### config.mk
export PLATFORM = sky130hd
export DESIGN_NAME = tamagotchi_core
export DESIGN_NICKNAME = d
export VERILOG_FILES = /design/src/rtl/tamagotchi_core.sv
export SDC_FILE = /design/constraint.sdc
export NUM_CORES = 1
export LEC_CHECK = 0
export CAP_MARGIN = 20
export CORE_MARGIN = 1
export CORE_UTILIZATION = 60
export DETAILED_ROUTE_END_ITERATION = 10
export DONT_BUFFER_PORTS = 1
export HOLD_SLACK_MARGIN = 0.06
export PLACE_DENSITY = 0.79
export SETUP_SLACK_MARGIN = 0.4
export SLEW_MARGIN = 20
export SYNTH_ARGS = -nofsm -noshare
export SYNTH_HDL_FRONTEND = slang
export SYNTH_SLANG_ARGS = --single-unit
### constraint.sdc
create_clock -name clk -period 5.45 [get_ports clk]
set_input_delay 1.09 -clock clk [delete_from_list [all_inputs] [get_ports clk]]
set_output_delay 1.09 -clock clk [all_outputs]
set_load 0.01 [all_outputs]
### src/rtl/tamagotchi_core.sv
// ---------------------------------------------------------------------------
// tamagotchi_core
//
// Pet state engine. Holds four saturating stat levels (saciedad, animo,
// salud, energia), a decay timer and a registered mood (estado) for the
// display and sound stages. Stats move only on the slow tick strobe; the
// mood is re-evaluated on every clk from the registered stats.
//
// Optional feature (macro TAMA_AGE_EN): an age counter that bumps edad once
// every AGE_TICKS ticks, saturating at 255. Without the macro edad is 0.
//
// Ports:
//   clk        system clock
//   rst        synchronous reset, active-high
//   tick       one-clk slow strobe (~1 Hz)
//   frio, calor, luz, cerca      conditioned sensor levels
//   jugar, alimentar, curar      conditioned button levels
//   en_test    long-press strobe: toggles accelerated-decay mode
//   en_reset   long-press strobe: same effect as rst
//   saciedad, animo, salud, energia  stat levels, 0..MAX_LVL
//   estado     mood: 0 NEUTRAL 1 FELIZ 2 HAMBRIENTO 3 TRISTE 4 CANSADO
//                    5 ENFERMO 6 DORMIDO 7 MUERTO
//   test_mode  accelerated-decay mode active
//   edad       age (0 when TAMA_AGE_EN is not defined)
// ---------------------------------------------------------------------------
module tamagotchi_core #(
    parameter int MAX_LVL     = 5,
    parameter int DECAY_TICKS = 10,
    parameter int AGE_TICKS   = 60
) (
    input  logic       clk,
    input  logic       rst,
    input  logic       tick,
    input  logic       frio,
    input  logic       calor,
    input  logic       luz,
    input  logic       cerca,
    input  logic       jugar,
    input  logic       alimentar,
    input  logic       curar,
    input  logic       en_test,
    input  logic       en_reset,
    output logic [2:0] saciedad,
    output logic [2:0] animo,
    output logic [2:0] salud,
    output logic [2:0] energia,
    output logic [2:0] estado,
    output logic       test_mode,
    output logic [7:0] edad
);

    localparam logic [2:0] NEUTRAL    = 3'd0;
    localparam logic [2:0] FELIZ      = 3'd1;
    localparam logic [2:0] HAMBRIENTO = 3'd2;
    localparam logic [2:0] TRISTE     = 3'd3;
    localparam logic [2:0] CANSADO    = 3'd4;
    localparam logic [2:0] ENFERMO    = 3'd5;
    localparam logic [2:0] DORMIDO    = 3'd6;
    localparam logic [2:0] MUERTO     = 3'd7;

    localparam logic [2:0] LVL_MAX = 3'(MAX_LVL);
    localparam int         DW      = (DECAY_TICKS > 2) ? $clog2(DECAY_TICKS) : 1;
    localparam logic [DW-1:0] DECAY_LAST = DW'(DECAY_TICKS - 1);

    if (MAX_LVL < 1 || MAX_LVL > 7 || DECAY_TICKS < 2 || AGE_TICKS < 1) begin : g_param_check
        $error("tamagotchi_core: parameter out of range");
    end

    // Add a signed delta to a stat and clamp the result to 0..MAX_LVL.
    function automatic logic [2:0] sat_add(input logic [2:0] v, input int delta);
        int r;
        r = int'(v) + delta;
        if (r < 0)       r = 0;
        if (r > MAX_LVL) r = MAX_LVL;
        return 3'(r);
    endfunction

    logic [DW-1:0] dcnt;
    logic          prev_jugar, prev_alimentar, prev_curar;

    logic          restart;
    logic          dead;
    logic          live_tick;
    logic          decay;
    logic          ev_jugar, ev_alimentar, ev_curar;
    logic          act_jugar, act_alimentar;
    logic [2:0]    saciedad_d, animo_d, salud_d, energia_d;
    logic [2:0]    mood_d;

    assign restart   = rst | en_reset;
    // salud = 0 is exactly the MUERTO condition; using it directly also
    // freezes the tick that would otherwise land before estado catches up.
    assign dead      = (salud == 3'd0);
    assign live_tick = tick & ~dead;

    // Button events are rising edges seen between consecutive ticks.
    assign ev_jugar     = jugar     & ~prev_jugar;
    assign ev_alimentar = alimentar & ~prev_alimentar;
    assign ev_curar     = curar     & ~prev_curar;

    // Healing pre-empts the other buttons; a sleeping pet eats and plays not.
    assign act_alimentar = ev_alimentar & ~ev_curar & (estado != DORMIDO);
    assign act_jugar     = ev_jugar     & ~ev_curar & (estado != DORMIDO);

    assign decay = test_mode | (dcnt == DECAY_LAST);

    // Next stat values for a live tick: decay first, then the button actions
    // on top of the decayed values.
    always_comb begin
        // NOTE: every variable gets a default before any branch so always_comb
        // never holds a value across evaluations (no inferred latch).
        saciedad_d = saciedad;
        animo_d    = animo;
        salud_d    = salud;
        energia_d  = energia;

        if (decay) begin
            saciedad_d = sat_add(saciedad, -1);
            if (!cerca) animo_d = sat_add(animo, -1);
            energia_d  = sat_add(energia, luz ? -1 : 1);
            salud_d    = sat_add(salud, -int'(frio | calor) - int'(saciedad == 3'd0));
        end

        if (act_alimentar) saciedad_d = sat_add(saciedad_d, 2);

        if (act_jugar && energia_d != 3'd0) begin
            animo_d   = sat_add(animo_d, 2);
            energia_d = sat_add(energia_d, -1);
        end

        if (ev_curar) salud_d = LVL_MAX;
    end

    // Mood from the current stats, highest priority first.
    always_comb begin
        mood_d = NEUTRAL;
        if (salud == 3'd0)
            mood_d = MUERTO;
        else if (!luz)
            mood_d = DORMIDO;
        else if (salud <= 3'd1 || frio || calor)
            mood_d = ENFERMO;
        else if (saciedad <= 3'd1)
            mood_d = HAMBRIENTO;
        else if (energia <= 3'd1)
            mood_d = CANSADO;
        else if (animo <= 3'd1)
            mood_d = TRISTE;
        else if (int'(animo) >= MAX_LVL - 1 && saciedad >= 3'd2 &&
                 salud >= 3'd2 && energia >= 3'd2)
            mood_d = FELIZ;
    end

    // NOTE: sequential state uses non-blocking assignments only, so every
    // register samples pre-edge values regardless of statement order.
    always_ff @(posedge clk) begin
        if (restart) begin
            saciedad       <= LVL_MAX;
            animo          <= LVL_MAX;
            salud          <= LVL_MAX;
            energia        <= LVL_MAX;
            estado         <= NEUTRAL;
            test_mode      <= 1'b0;
            dcnt           <= '0;
            prev_jugar     <= 1'b0;
            prev_alimentar <= 1'b0;
            prev_curar     <= 1'b0;
        end else begin
            // A toggle on a tick clk takes effect from the following tick,
            // because this tick's decay already used the old test_mode.
            if (en_test) test_mode <= ~test_mode;
            estado <= mood_d;
            if (live_tick) begin
                saciedad       <= saciedad_d;
                animo          <= animo_d;
                salud          <= salud_d;
                energia        <= energia_d;
                dcnt           <= decay ? '0 : dcnt + DW'(1);
                prev_jugar     <= jugar;
                prev_alimentar <= alimentar;
                prev_curar     <= curar;
            end
        end
    end

`ifdef TAMA_AGE_EN
    localparam int AW = (AGE_TICKS > 1) ? $clog2(AGE_TICKS) : 1;
    localparam logic [AW-1:0] AGE_LAST = AW'(AGE_TICKS - 1);

    logic [AW-1:0] acnt;
    logic [7:0]    edad_q;

    always_ff @(posedge clk) begin
        if (restart) begin
            acnt   <= '0;
            edad_q <= 8'd0;
        end else if (live_tick) begin
            if (acnt == AGE_LAST) begin
                acnt <= '0;
                if (edad_q != 8'hFF) edad_q <= edad_q + 8'd1;
            end else begin
                acnt <= acnt + AW'(1);
            end
        end
    end

    assign edad = edad_q;
`else
    assign edad = 8'd0;
`endif

endmodule

==> results of run 1 <==
==> layer usage <==
metal | track usage | share of wire | wire length (um) | up-vias
li1 | - | - | - | 931
met1 | 0.3295 | 0.46 | 1997 | 831
met2 | 0.3773 | 0.45 | 1930 | 69
met3 | 0.05252 | 0.077 | 329 | 4
met4 | 0.04870 | 0.010 | 43 | 0
met5 | 0 | 0 | 0 | -
==> path summary, 6_finish.rpt <==
path / to / slack (ps) / cells past startpoint
setup / recovery: energia[0]$_SDFFE_PP1P_ / 1190 / 14
hold / removal: prev_alimentar$_SDFFE_PP0P_ / 460 / 2
setup reg to reg: energia[0]$_SDFFE_PP1P_ / 1240 / 15
hold reg to reg: prev_alimentar$_SDFFE_PP0P_ / 460 / 2
==> stage by stage <==
stage / instances / util / cell area, um2
6_report: 306 / 0.6393 / 2133
5_1_grt: 306 / 0.6393 / 2133
3_3_place_gp: 302 / 0.6310 / 2106
4_1_cts: 306 / 0.6393 / 2133
2_1_floorplan: 270 / - / 2131
3_5_place_dp: 302 / 0.6310 / 2106
==> power by group through the flow <==
stage | logic [mW] | clock network, mW | registers, mW
after detailed placement | 0.0911 | 0 | 0.186
after CTS | 0.0916 | 0.0841 | 0.182
after floorplan | 0.0816 | 0 | 0.184
final | 0.0926 | 0.0826 | 0.182
after global routing | 0.104 | 0.0914 | 0.183
after global placement | 0.0904 | 0 | 0.186
==> critical path: cells and delay by family <==
family          cells  cell delay [ps]
compound gates      6             1370
simple gates        5             1250
fa+ha+maj           3              780
==> logic make-up (layout without fill, tap and decap cells) <==
group	count (synthesis)	count (layout)
flip-flops	23	23
adder cells (fa/ha/maj)	32	32
multiplexers	3	3
buffers and inverters	31	21
XOR/XNOR	2	2
AND/OR/NAND/NOR	92	92
AO/OA/AOI/OAI	79	79
other	1	8
==> layout by cell type (no fill, tap or decap), drive strengths merged, types with 2 or more instances in the layout <==
cell     count
a211oi       2
nand4        4
nor2b        2
nor2        19
nand3       10
a21o         3
mux2i        2
and3         2
o21bai       2
o211ai       5
a31oi        4
fa           2
or4          2
nor3         4
o22ai        2
clkbuf       3
o21a         3
or3          5
and3b        2
a221oi       2
xnor2        2
nand2       30
dfxtp       23
nand2b       5
o31a         3
conb         8
o21ai       15
ha          30
a21oi       25
a2bb2oi      2
inv         17
==> flip-flops by register name, indices dropped and copies added (netlist names) <==
| name | count |
|---|---|
| prev_curar | 1 |
| energia | 3 |
| prev_alimentar | 1 |
| test_mode | 1 |
| estado | 3 |
| dcnt | 4 |
| prev_jugar | 1 |
| saciedad | 3 |
| animo | 3 |
| salud | 3 |
==> layout make-up <==
cell class | count | area share
Sequential cell | 23 | 0.2158
Tap cell | 46 | 0.02698
Clock inverter | 1 | 0.002346
Multi-Input combinational cell | 216 | 0.7144
Clock buffer | 3 | 0.01056
Inverter | 17 | 0.02991
==> flow_summary_export.csv, run 1 <==
group,metric,value,unit
routing,wl_per_cell,14.05,um
power,p_int,0.2372,mW
outcome,outcome,"finished, final reports clean",
clock_tree,cts_resized,0,
yosys,yosysTopAreaCell,"dfxtp_1",
power,vdd_drop_max,200.9,uV
timing,slew_headroom,0.5455,
power,p_clk_frac,0.231,
yosys,synthSimpleGateAreaFrac,0.2259,
yosys,synth_cell_types,58,
placed_design,dp_hpwl,3.289,mm
setup_path,slowest_delay,550,ps
clock_tree,cts_tree,"built",
cells_and_area,antenna_cells,0,
timing,grt_setup_unrepaired,"no",
yosys,syn_inst,263,
yosys,muxShareOfSynthArea,0.01486,
clock_tree,post_cts_buffers,0,
cells_and_area,area_growth,1.368,%
setup_path,critPathMaxFanout,21,
placed_design,dpl_worst_slack,845.7,ps
clock_tree,cts_root_buf,"clkbuf_4",
yosys,ys_ff_latch,23,
run,cap_violations,0,
routing,num_vias,1835,
global_routing,grt_max_degree,22,
timing,drv_slew,0,
routing,drtIter0Drc,139,
power,switching_share,0.3360,
timing,hold_slack,463.5,ps
setup_path,cp.required,5670,ps
yosys,synth_fa_ha_area_frac,0.1974,
power,power-per-cell-area,167.5,nW/um2
yosys,synth_compound_area_frac,0.2634,
setup_path,crit_type,"input port to flip-flop",
floorplan,io_pins,36,
cells_and_area,fillers,310,
power,switchingPower,0.1201,mW
yosys,yosys-top-cells-count,"ha_1, nand2_1, a21oi_1, dfxtp_1, nor2_1",
floorplan,num_rows,21,
global_routing,overflow,0,
global_routing,grt_usage,0.2371,
floorplan,die_w,61.23,um
yosys,synth_top_family_by_area,"compound AO/OA/AOI/OAI gates",
power,leakage,0.9108,nW
yosys,syn_area,2105,um2
timing,finalSetupTns,0,ps
timing,fmax,234.8,MHz
power,power,0.3573,mW
worst_hold_path,hp-start,"prev_alimentar$_SDFFE_PP0P_",
routing,wl,4.300,mm
global_routing,grt_pass1_vias,1501,
floorplan,core,3337,um2
cells_and_area,multi_input_area,1524,um2
setup_path,start_kind,"input port",
power,p_seq_frac,0.510,
floorplan,die_area,3749,um2
clock_tree,numCtsBuffers,3,
routing,drc,0,
timing,finClkSkew,3.176,ps
yosys,async_flop_share,0,
setup_path,cp-end-kind,"flip-flop",
floorplan,start_util,0.6307,
yosys,synthXorXnorAreaFrac,0.008323,
yosys,synthTopCellsByArea,"dfxtp_1, ha_1, a21oi_1",
yosys,synth_edf_count,0,
clock_tree,clock_path_buffers,2,
global_routing,antenna_found_initial,0,
setup_path,setup.worst_path.start,"luz",
clock_tree,clk_pin_slew,130,ps
setup_path,crit_slowest_cell,"or4_4",
yosys,ys.flop_type,"dfxtp_1",
worst_hold_path,hp-class,"flip-flop to flip-flop",
cells_and_area,regArea,460.4,um2
clock_tree,postCtsHoldBufs,0,
floorplan,die_h,61.23,um
placed_design,port-buffer-count,0,
yosys,ys_seq_area_frac,0.2188,
routing,dr.pass1.iters,5,
routing,vias_per_cell,5.997,
setup_path,r2r-start,"energia[2]$_SDFFE_PP1P_",
cells_and_area,finalNetCount,305,
setup_path,worst_ep_arrival_time,4480,ps
setup_path,crit_top_cell,"ha_1",
global_routing,grt_pass1_wl,6.713,mm
yosys,synth_top_area_frac,0.2188,
yosys,yosysWarnings,0,
clock_tree,clkSinkCount,23,
yosys,syn_area_per_cell,8.002,um2
timing,fin_crit_sh,0.7816,
cells_and_area,drive_gt1_frac,0.07308,
clock_tree,insertion_delay,320,ps
setup_path,path_cells,"ha_1 > o21ai_2 > nand2_1 > ha_1 > or4_4 > a21oi_1 > nand2_1 > o31a_1 > ha_1 > nand2b_1 > o21a_1 > o21a_2 > or3_1 > a221o_1",
timing,min_period,4260,ps
timing,finalHoldViolCount,0,
placed_design,gp_congestion,0.9524,
clock_tree,htree_levels,1,
timing,timing.final.ws_setup,1190,ps
power,p_comb_frac,0.259,
timing,worst_pin_slew,680.1,ps
timing,finalSetupViolCount,0,
routing,antenna_left,0,
(Power assumes the default switching activity.)
==> inputs of run 2 (changes only) <==
==> constraint.sdc (replaced) <==
create_clock -name clk -period 4.05 [get_ports clk]
set_input_delay 0.81 -clock clk [delete_from_list [all_inputs] [get_ports clk]]
set_output_delay 0.81 -clock clk [all_outputs]
set_load 0.01 [all_outputs]
==> run 2 against run 1 <==
Net effect: die area stayed put; critical path depth increased by 2; routed wire length increased by 22%; first-iteration DRC count rose by 2.9%; worst setup slack got worse by 860 ps; count of clock-buffer cells in the layout stayed put; sequential power increased by 35%; sequential share of layout area fell by 2.1 points; via count is 5.4% higher; final cell count grew 4.6%.
==> flow_summary_export.csv, run 2 (synthesis results as in run 1) <==
group,metric,value,unit
global_routing,overflow,0,
worst_hold_path,min_path_cells,2,
routing,drc,0,
power,leakage,0.9817,nW
clock_tree,insertion_delay,320,ps
timing,grt_setup_unrepaired,"yes",
routing,antenna_left,0,
global_routing,grt_pass1_wl,7.803,mm
outcome,outcome,"finished, final reports clean",
timing,hold_slack,462.5,ps
setup_path,worst_ep_arrival_time,3930,ps
timing,finalSetupTns,0,ps
floorplan,num_rows,21,
placed_design,dp_hpwl,3.677,mm
timing,finalSetupViolCount,0,
floorplan,die_h,61.23,um
timing,worst_pin_slew,703.2,ps
cells_and_area,largest_reg_flops,4,
floorplan,die_w,61.23,um
timing,finClkSkew,13.38,ps
clock_tree,cts_root_buf,"clkbuf_4",
power,vdd_drop_max,139.3,uV
cells_and_area,regMostFlops,"dcnt",
setup_path,crit_type,"input port to flip-flop",
timing,slew_headroom,0.5301,
timing,min_period,3719,ps
clock_tree,htree_levels,1,
setup_path,crit_top_cell,"ha_4",
setup_path,cp-end-kind,"flip-flop",
timing,fin_crit_sh,0.9184,
routing,wl_per_cell,16.40,um
placed_design,port-buffer-count,0,
cells_and_area,layout_commonest_cell,"nand2_1",
routing,dr.pass1.iters,4,
clock_tree,clkSinkCount,23,
routing,drtIter0Drc,143,
setup_path,path_depth,16,
floorplan,io_pins,36,
cells_and_area,antenna_cells,0,
floorplan,die_area,3749,um2
clock_tree,clk_pin_slew,150,ps
global_routing,antenna_found_initial,0,
global_routing,grt_usage,0.2804,
setup_path,crit_buf_inv,0,
placed_design,gp_congestion,0.9404,
timing,finalHoldViolCount,0,
cells_and_area,finalNetCount,319,
routing,vias_per_cell,6.044,
setup_path,cp.required,4260,ps
cells_and_area,final_cell_mix,"nand2_1, ha_1, a21oi_1, dfxtp_1, nor2_1",
clock_tree,clock_path_buffers,2,
timing,fmax,268.9,MHz
setup_path,slowest_delay,360,ps
cells_and_area,drive_gt1_frac,0.1898,
global_routing,grt_max_degree,22,
power,power-per-cell-area,222.0,nW/um2
clock_tree,numCtsBuffers,3,
setup_path,crit_slowest_cell,"o31a_1",
clock_tree,cts_tree,"built",
setup_path,r2r_cells,17,
timing,drv_slew,0,
cells_and_area,area_growth,13.73,%
global_routing,grt_pass1_vias,1688,
setup_path,path_cells,"ha_4 > a21oi_4 > o21ai_4 > nand2_2 > ha_4 > nand4_1 > o21a_2 > a21oi_4 > nand2_1 > o31a_1 > ha_4 > nand2b_4 > o21a_1 > o21a_4 > or3_4 > a221o_1",
setup_path,crit_family,"compound AO/OA/AOI/OAI gates",
setup_path,start_kind,"input port",
routing,num_vias,1934,
setup_path,critPathMaxFanout,21,
worst_hold_path,hp-class,"flip-flop to flip-flop",
floorplan,start_util,0.6307,
floorplan,core,3337,um2
run,cap_violations,0,
routing,wl,5.248,mm
run 2: changes by cell type in the layout (fill, tap and decap cells not counted), sizes merged:
| cell | delta |
|---|---|
| clkinvlp | +1 |
| buf | +14 |
| clkinv | -1 |
run 2: metal layers:
| metal | track usage | wire, um | vias up |
|---|---|---|---|
| li1 | - | - | 964 |
| met5 | 0 | 0 | - |
| met2 | 0.4612 | 2491 | 57 |
| met1 | 0.3771 | 2393 | 905 |
| met4 | 0.07143 | 86 | 0 |
| met3 | 0.05462 | 277 | 8 |
run 2: metrics by stage:
step	worst slack (ps)	util	power (mW)	cells	instance area, um2
after floorplan	212.3	-	0.3613	270	2172
after global placement	128.2	0.6502	0.3782	305	2170
after detailed placement	13.08	0.6502	0.3821	305	2170
after CTS	409.4	0.6640	0.4970	311	2216
after global routing	274.5	0.7173	0.5656	320	2394
final	330.5	0.7173	0.5314	320	2394
run 2: path summary, 6_finish.rpt:
path / from / end / slack, ps
setup / recovery: luz / energia[0]$_SDFFE_PP1P_ / 330
hold / removal: prev_alimentar$_SDFFE_PP0P_ / prev_alimentar$_SDFFE_PP0P_ / 460
setup reg to reg: energia[2]$_SDFFE_PP1P_ / energia[0]$_SDFFE_PP1P_ / 410
hold reg to reg: prev_alimentar$_SDFFE_PP0P_ / prev_alimentar$_SDFFE_PP0P_ / 460
run 2: cell type report:
| cell class | count | area, um2 |
|---|---|---|
| clock buffers | 3 | 22.52 |
| clock inverters | 1 | 7.507 |
| fillers | 265 | 943.4 |
| inverters | 17 | 63.81 |
| multi-input cells | 216 | 1667 |
| flip-flops and latches | 23 | 466.7 |
| well taps | 46 | 57.56 |
| repair buffers | 14 | 108.9 |
run 2: repair_timing:
item                                    in CTS  in global routing
endpoints found under the setup margin       2                  5
resized for setup                            1                 21
pin swaps                                    2                 14
buffers inserted                             2                  9
hold buffers                                 0                  0
hold endpoints to repair                     0                  0
run 2: tightest hold or removal path: stages (launching register included):
cell and delay [ps]:
dfxtp_1 330, nand2_1 50, a21oi_1 50
run 2: report_power, final:
part	internal [mW]	total, mW	switching [mW]
Sequential	0.233	0.245	0.0117
Combinational	0.0766	0.172	0.0959
Clock	0.0377	0.114	0.0767
Total	0.347	0.531	0.184
